File: config.mk
export PLATFORM = sky130hd
export DESIGN_NAME = clk_gate_ctrl
export DESIGN_NICKNAME = d
export VERILOG_FILES = /design/src/rtl/clk_gate_ctrl.sv
export SDC_FILE = /design/constraint.sdc
export NUM_CORES = 1
export LEC_CHECK = 0
export ABC_AREA = 1
export CORE_MARGIN = 8
export CORE_UTILIZATION = 53
export DETAILED_ROUTE_END_ITERATION = 6
export PLACE_DENSITY = 0.87
export SYNTH_ARGS = -nofsm -noshare
export SYNTH_HDL_FRONTEND = slang
export SYNTH_SLANG_ARGS = --single-unit
File: constraint.sdc
create_clock -name clk_i -period 2.2 [get_ports clk_i]
set_clock_uncertainty 0.1 [all_clocks]
set_input_delay 0.22 -clock clk_i [delete_from_list [all_inputs] [get_ports clk_i]]
set_output_delay 0.22 -clock clk_i [all_outputs]
set_load 0.02 [all_outputs]
File: src/rtl/clk_gate_ctrl.sv
// -----------------------------------------------------------------------------
// clk_gate_ctrl
//
// Enable controller for a latch-based clock gate feeding a gated domain (for
// example the ALU clock). Clients in the reference clock domain raise level
// requests; the controller turns the gated clock on, waits a fixed settle time,
// then grants. When the last request goes away the clock is kept running for a
// hysteresis window before being gated off. A saturating 16-bit counter records
// how many reference cycles the enable was high.
//
// Every output comes straight from a flop, so there is no combinational path
// from any input to the clock-gate enable.
//
// Parameters
//   NUM_REQ     number of requesting clients (>= 1)
//   WAKE_CYCLES edges from enable rise to first grant (>= 1)
//   HOLD_CYCLES idle edges the enable stays high after the last request
//               (0 = gate off on the same edge the grants drop)
//   CNT_W       width of the wake/hold counter, >= bits of max(WAKE, HOLD)
//
// Ports
//   clk_i          reference (ungated) clock
//   rst_ni         asynchronous reset, active-low
//   req_i          per-client clock request, level
//   test_en_i      forces the clock on; a request that never receives a grant
//   cnt_clr_i      synchronous clear of en_cycles_o (wins over increment)
//   clk_en_o       registered enable to the clock gate
//   gnt_o          per-client grant: gated clock running and settled
//   clk_active_o   registered, high while in ACTIVE or HOLD
//   en_cycles_o    saturating count of cycles with clk_en_o = 1
// -----------------------------------------------------------------------------
module clk_gate_ctrl #(
   parameter int unsigned NUM_REQ     = 2,
   parameter int unsigned WAKE_CYCLES = 2,
   parameter int unsigned HOLD_CYCLES = 4,
   parameter int unsigned CNT_W       = 4
) (
   input  logic               clk_i,
   input  logic               rst_ni,
   input  logic [NUM_REQ-1:0] req_i,
   input  logic               test_en_i,
   input  logic               cnt_clr_i,
   output logic               clk_en_o,
   output logic [NUM_REQ-1:0] gnt_o,
   output logic               clk_active_o,
   output logic [15:0]        en_cycles_o
);

   typedef enum logic [1:0] {
      ST_IDLE   = 2'd0,
      ST_WAKE   = 2'd1,
      ST_ACTIVE = 2'd2,
      ST_HOLD   = 2'd3
   } state_e;

   // Terminal counter values. HOLD_LAST is never used when HOLD_CYCLES is 0,
   // the guard only keeps the constant from wrapping.
   localparam logic [CNT_W-1:0] WAKE_LAST = CNT_W'(WAKE_CYCLES - 1);
   localparam logic [CNT_W-1:0] HOLD_LAST =
      CNT_W'((HOLD_CYCLES == 0) ? 0 : (HOLD_CYCLES - 1));
   localparam bit               HOLD_NONE = (HOLD_CYCLES == 0);
   localparam logic [15:0]      CNT_MAX   = 16'hFFFF;

   state_e               state_q,      state_d;
   logic [CNT_W-1:0]     cnt_q,        cnt_d;
   logic                 clk_en_q,     clk_en_d;
   logic [NUM_REQ-1:0]   gnt_q,        gnt_d;
   logic                 clk_active_q, clk_active_d;
   logic [15:0]          en_cycles_q,  en_cycles_d;

   logic                 any_req;

   // TEST_EN counts as a request for keeping the clock on, but grants always
   // follow req_i only.
   assign any_req = (|req_i) | test_en_i;

   // -------------------------------------------------------------------------
   // Next-state logic
   // -------------------------------------------------------------------------
   always_comb begin
      state_d      = state_q;
      cnt_d        = cnt_q;
      clk_en_d     = clk_en_q;
      gnt_d        = '0;
      clk_active_d = clk_active_q;

      unique case (state_q)
         ST_IDLE: begin
            if (any_req) begin
               state_d      = ST_WAKE;
               clk_en_d     = 1'b1;
               cnt_d        = '0;
               clk_active_d = 1'b0;
            end
         end

         ST_WAKE: begin
            // A wake is never aborted; requests that vanished during the
            // settle time just send us into the hold window afterwards.
            if (cnt_q == WAKE_LAST) begin
               if (any_req) begin
                  state_d      = ST_ACTIVE;
                  gnt_d        = req_i;
                  clk_active_d = 1'b1;
               end else if (HOLD_NONE) begin
                  state_d      = ST_IDLE;
                  clk_en_d     = 1'b0;
                  clk_active_d = 1'b0;
               end else begin
                  state_d      = ST_HOLD;
                  cnt_d        = '0;
                  clk_active_d = 1'b1;
               end
            end else begin
               cnt_d = cnt_q + CNT_W'(1);
            end
         end

         ST_ACTIVE: begin
            if (any_req) begin
               gnt_d = req_i;
            end else if (HOLD_NONE) begin
               state_d      = ST_IDLE;
               clk_en_d     = 1'b0;
               clk_active_d = 1'b0;
            end else begin
               state_d = ST_HOLD;
               cnt_d   = '0;
            end
         end

         ST_HOLD: begin
            // A request on the expiry edge wins: the clock never stopped, so
            // no wake penalty is needed.
            if (any_req) begin
               state_d = ST_ACTIVE;
               gnt_d   = req_i;
            end else if (cnt_q == HOLD_LAST) begin
               state_d      = ST_IDLE;
               clk_en_d     = 1'b0;
               clk_active_d = 1'b0;
            end else begin
               cnt_d = cnt_q + CNT_W'(1);
            end
         end

         default: begin
            state_d      = ST_IDLE;
            cnt_d        = '0;
            clk_en_d     = 1'b0;
            clk_active_d = 1'b0;
         end
      endcase
   end

   // Enabled-cycle counter follows the registered enable, i.e. the cycles the
   // gated clock actually ran. Clear has priority over counting.
   always_comb begin
      en_cycles_d = en_cycles_q;
      if (cnt_clr_i) begin
         en_cycles_d = '0;
      end else if (clk_en_q && (en_cycles_q != CNT_MAX)) begin
         en_cycles_d = en_cycles_q + 16'd1;
      end
   end

   // -------------------------------------------------------------------------
   // State registers
   // -------------------------------------------------------------------------
   always_ff @(posedge clk_i or negedge rst_ni) begin
      if (!rst_ni) begin
         state_q      <= ST_IDLE;
         cnt_q        <= '0;
         clk_en_q     <= 1'b0;
         gnt_q        <= '0;
         clk_active_q <= 1'b0;
         en_cycles_q  <= '0;
      end else begin
         state_q      <= state_d;
         cnt_q        <= cnt_d;
         clk_en_q     <= clk_en_d;
         gnt_q        <= gnt_d;
         clk_active_q <= clk_active_d;
         en_cycles_q  <= en_cycles_d;
      end
   end

   assign clk_en_o     = clk_en_q;
   assign gnt_o        = gnt_q;
   assign clk_active_o = clk_active_q;
   assign en_cycles_o  = en_cycles_q;

endmodule
* Yosys cells after proc, flatten, opt, wreduce, memory -nomap -nowiden
Cells that the tools add are included.
** Storage, ports and cells
- Output and inout bits :: 20
- Logic and storage cells :: 58
- Input bits :: 6
- Register bits after elaboration :: 26
** Cells by class
- Mux-type cells :: 25
- Reduce and logical (&&, ||, !) cells :: 11
- Add/subtract/negate cells :: 2
- Equality and inequality tests :: 13
- Bitwise operators :: 1
** Operator list (number)
- two-way mux 16 bit :: 2
- two-way mux 4 bit :: 5
- adder 16 x 1 -> 16 bit, second input constant :: 1
- inequality test 16 bit, second input constant :: 1
- one-hot mux 4 bit (4 select lines) :: 1
- two-way mux 2 bit :: 7
- inequality test 2 bit, second input constant :: 6
- one-hot mux 2 bit (4 select lines) :: 1
- AND reduction 4 bit :: 2
- two-way mux 1 bit :: 6
- AND reduction 5 bit :: 1
- adder 4 x 1 -> 4 bit, second input constant :: 1
- == test 2 bit, second input constant :: 2
- == test 4 x 1 -> 1 bit, second input constant :: 1
- == test 4 x 2 -> 1 bit, second input constant :: 1
- one-hot mux 2 bit (2 select lines) :: 1
- nonzero test 2 bit :: 2
- OR reduction 2 bit :: 2
- inequality test 3 bit, second input constant :: 1
- one-hot mux 1 bit (3 select lines) :: 1
- AND reduction 3 bit :: 1
- nonzero test 3 bit :: 1
- == test 2 x 1 -> 1 bit, second input constant :: 1
- zero test 2 bit :: 1
- 3 further kinds :: 3

* Longest topological paths before layout
- Word-level depth :: 5
- Depth in mapped cells :: 10
- Mapped depth without buffers :: 9

* Worst setup path after synthesis
No wires, ideal clock.
- Path type :: reg2reg
- From :: register en_cycles_q[1] (netlist: en_cycles_o[1])
- To :: register en_cycles_q[10] (netlist: en_cycles_o[10])
- Clock period less this slack :: 1.757 ns
- Arrival :: 1.539 ns
- Data required time :: 1.982 ns
- Buffers on the path :: 1
- Stages on the path, launching flop included :: 10
- Setup time :: 0.118 ns
- Path slack :: 0.443 ns
- Cells stage by stage :: dfrtp_1 > ha_1 > nand2_1 > nor2_4 > nand2_4 > nor2_4 > nor2_1 > buf_2 > nand4_1 > nand2_1
** On the way
- Cells in the longest elaborated chain, start to end :: 3
- Elaborated cells on any way between the ends :: 6
- Classes of those cells :: add/sub: 1; eq/ne: 1; mux: 2; reduce/logical: 2
** Ends and longest elaborated chain
- start, declared :: line 69 : logic [15:0] en_cycles_q, en_cycles_d;
- start signal, assigned :: line 184 : en_cycles_q <= en_cycles_d;
- adder 16 x 1 -> 16 bit / inequality test 16 bit (equally long branches) :: line 163, 162
- two-way mux 16 bit / logical AND 1 bit (equally long branches) :: line 162 : end else if (clk_en_q && (en_cycles_q != CNT_MAX)) begin
- two-way mux 16 bit / nonzero test 2 bit (equally long branches)
Several ways; a longest one is shown, not always the timed one. The select of a mux whose other input is x is not followed.
A chain may end at the register's enable or synchronous reset.

* Worst setup path in the final report
- From :: register en_cycles_q[6] (netlist: en_cycles_o[6])
- To :: output port en_cycles_o[6]
** RTL lines
- end, declared :: line 46 : output logic [15:0] en_cycles_o
No word-level cell between the ends.

==> reports/qor.yml <==
status:
  outcome: "complete, no violations"
die:
  io_pins: 26
  die_h_um: 71.6
  dieArea_sq_mm: 0.00513
  start_util: 0.545
  core_sq_mm: 0.00300
  rows: 20
  fp.dieW_um: 71.6
clocking:
  clock_path_buffers: 2
  cts_buffers: 3
  worstSkewPairLatency_ns: 0.33
  htree_levels: 1
  clk_pin_slew_worst_paths_ns: 0.15
  cts_tree: "yes"
  cts_num_sinks: 26
  cts_root_buf: "clkbuf_4"
setup_path:
  endpoint_kind: "output pin"
  required_ns: 1.88
  start_kind: "flop"
  arrival_ns: 1.49
  crit_path_top_delay_cell: "clkdlybuf4s50_1"
  path_delay_family: "buffers and inverters"
  crit_fanout: 5
  critical_path_class: "reg2out"
  crit_buf_inv: 1
  critPathMaxStageDelay_ns: 0.65
  crit_chain: "clkdlybuf4s50_1"
cells_and_area:
  final_common_cell: "nand2_1"
  nNetsFinal: 268
  final_cell_mix: "nand2_1, nor2_1, inv_1"
  fill_cells: 264
  area_growth_pct: 19.9
  final_cells: 291
  layout-drive-gt1-share: 0.0659
  final_util: 0.654
  n_antenna_cell: 0
route:
  finalWirelength_mm: 3.77
  via_per_inst: 5.37
  wl_per_cell_um: 13.0
  drc: 0
  drt-pass1-iter-count: 4
  drtIter0Drc: 83
  antenna_left: 0
  vias: 1562
grt:
  grt_max_degree: 27
  use_met1: 0.169
  use_met2: 0.269
  grt.busiest_layer: "met2"
  grtUsageTotal: 0.154
  grt-ovfl-total: 0
  antenna_found_initial: 0
  grt_pass1_wl_mm: 6.42
  grt_pass1_vias: 1482
  grt.met3_usage: 0.0293
timing:
  drv_slew: 0
  setup_viol: 0
  fmax_ghz: 0.553
  worstMarginPinSlew_ns: 0.448
  hold_viol: 0
  final.setup.tns_ns: 0
  rsz0062_at_grt: "false"
  period_share: 0.822
  relSlewSlack: 0.701
  layout_setup_ws_ns: 0.393
  finalCriticalPeriod_ns: 1.81
yosys:
  synth-seq-area-share: 0.397
  yosysTopAreaCellShare: 0.397
  synth_top_area_cell: "dfrtp_1"
  ys_warn_count: 0
  syn_nets: 240
  synth.area.top_cells: "dfrtp_1, nand2_1, nor2_1"
  synth.avg_cell_area_sq_um: 7.09
  netlist_area_sq_mm: 0.00164
  yosysUniqueCellTypes: 21
  ys_seq_elements: 26
  syn_inst: 231
power_and_ir_drop:
  powerDensity_mw_per_mm2: 824
  vdd_drop_max_v: 0.000724
  p_leak_nw: 0.938
  total_power_w: 0.00162
place:
  pre_cts_slack_ns: 0.242
  post-dp-hpwl_mm: 2.80
  gp_congestion: 0.836
  dp.cells: 287
  portBuffers: 25
hold_path:
  hold_class: "in2async"
run:
  maxCapViolCount: 0
==> metrics by stage <==
| step | cell area [sq um] | hold WS (ns) |
|---|---|---|
| after detailed placement | 1910 | 0.409 |
| final | 1960 | 0.128 |
| after global routing | 1960 | 0.151 |
| after floorplan | 1640 | -0.176 |
| after CTS | 1960 | 0.127 |
| after global placement | 1910 | 0.399 |
==> layer usage <==
metal,vias up,wire length [um]
met3,16,215
met2,57,1900
li1,786,-
met4,0,121
met5,-,0
met1,703,1540
==> cell usage after synthesis, drive strengths merged <==
cell / n
nand2: 82
xor2: 8
o22ai: 1
nand3: 16
nor2: 34
inv: 28
buf: 3
dfrtp: 26
o21ai: 9
o21bai: 1
nand4: 14
or2: 2
ha: 3
a21oi: 4
==> what timing repair did <==
item                                    in CTS  in global routing
hold buffers                                 0                  0
resized for setup                            0                  1
endpoints found under the setup margin       0                  6
buffers inserted                             0                  0
==> report_power, final <==
group	internal, W	switching, W	leakage (nW)
Clock	0.000184	0.000154	0.0279
Combinational	0.000236	0.000407	0.564
Sequential	0.000558	0.0000776	0.347
Total	0.000979	0.000638	0.938
==> final cells by class <==
type                            instances  area (sq um)  area share
Multi-Input combinational cell        174           853       0.435
Clock buffer                            3          22.5      0.0115
Inverter                               28           108      0.0548
Clock inverter                          1          30.0      0.0153
Sequential cell                        26           651       0.331
Timing Repair Buffer                   26           258       0.131
Tap cell                               33          41.3      0.0210
==> worst paths after layout <==
check,startpoint,endpoint,slack [ns],depth (start not counted)
min,rst_ni,clk_active_o,0.13,2
max reg2reg,en_cycles_o[1],en_cycles_o[12],0.40,9
max in group asynchronous,rst_ni,en_cycles_o[15],1.61,2
max,en_cycles_o[6],en_cycles_o[6],0.39,1
min reg2reg,clk_active_o,clk_active_o,0.44,2
min in group clk_i,req_i[1],gnt_o[1],0.32,3
==> sequential cells by signal, summed over array words and instances, names as in the netlist <==
signal / flops
clk_active_o: 1
gnt_o: 2
state_q: 2
clk_en_o: 1
cnt_q: 4
en_cycles_o: 16
==> worst reg2reg max path, cell delays in order, from the launching register on <==
cell and delay [ns]:
dfrtp_1 0.44, ha_1 0.25, nand2_1 0.12, nor2_4 0.17
nand2_4 0.08, nor2_4 0.14, o21ai_4 0.11, inv_4 0.19
nand2_1 0.07, nand2_1 0.06
==> cells by family after synthesis <==
group,synth area share
adders and majority gates,0.0229
and+or+nand+nor,0.399
xor gates and xnor gates,0.0428
buffers and inverters,0.0833
AOI/OAI and AO/OA,0.0550
DFF,0.397
(Power assumes the default switching activity.)
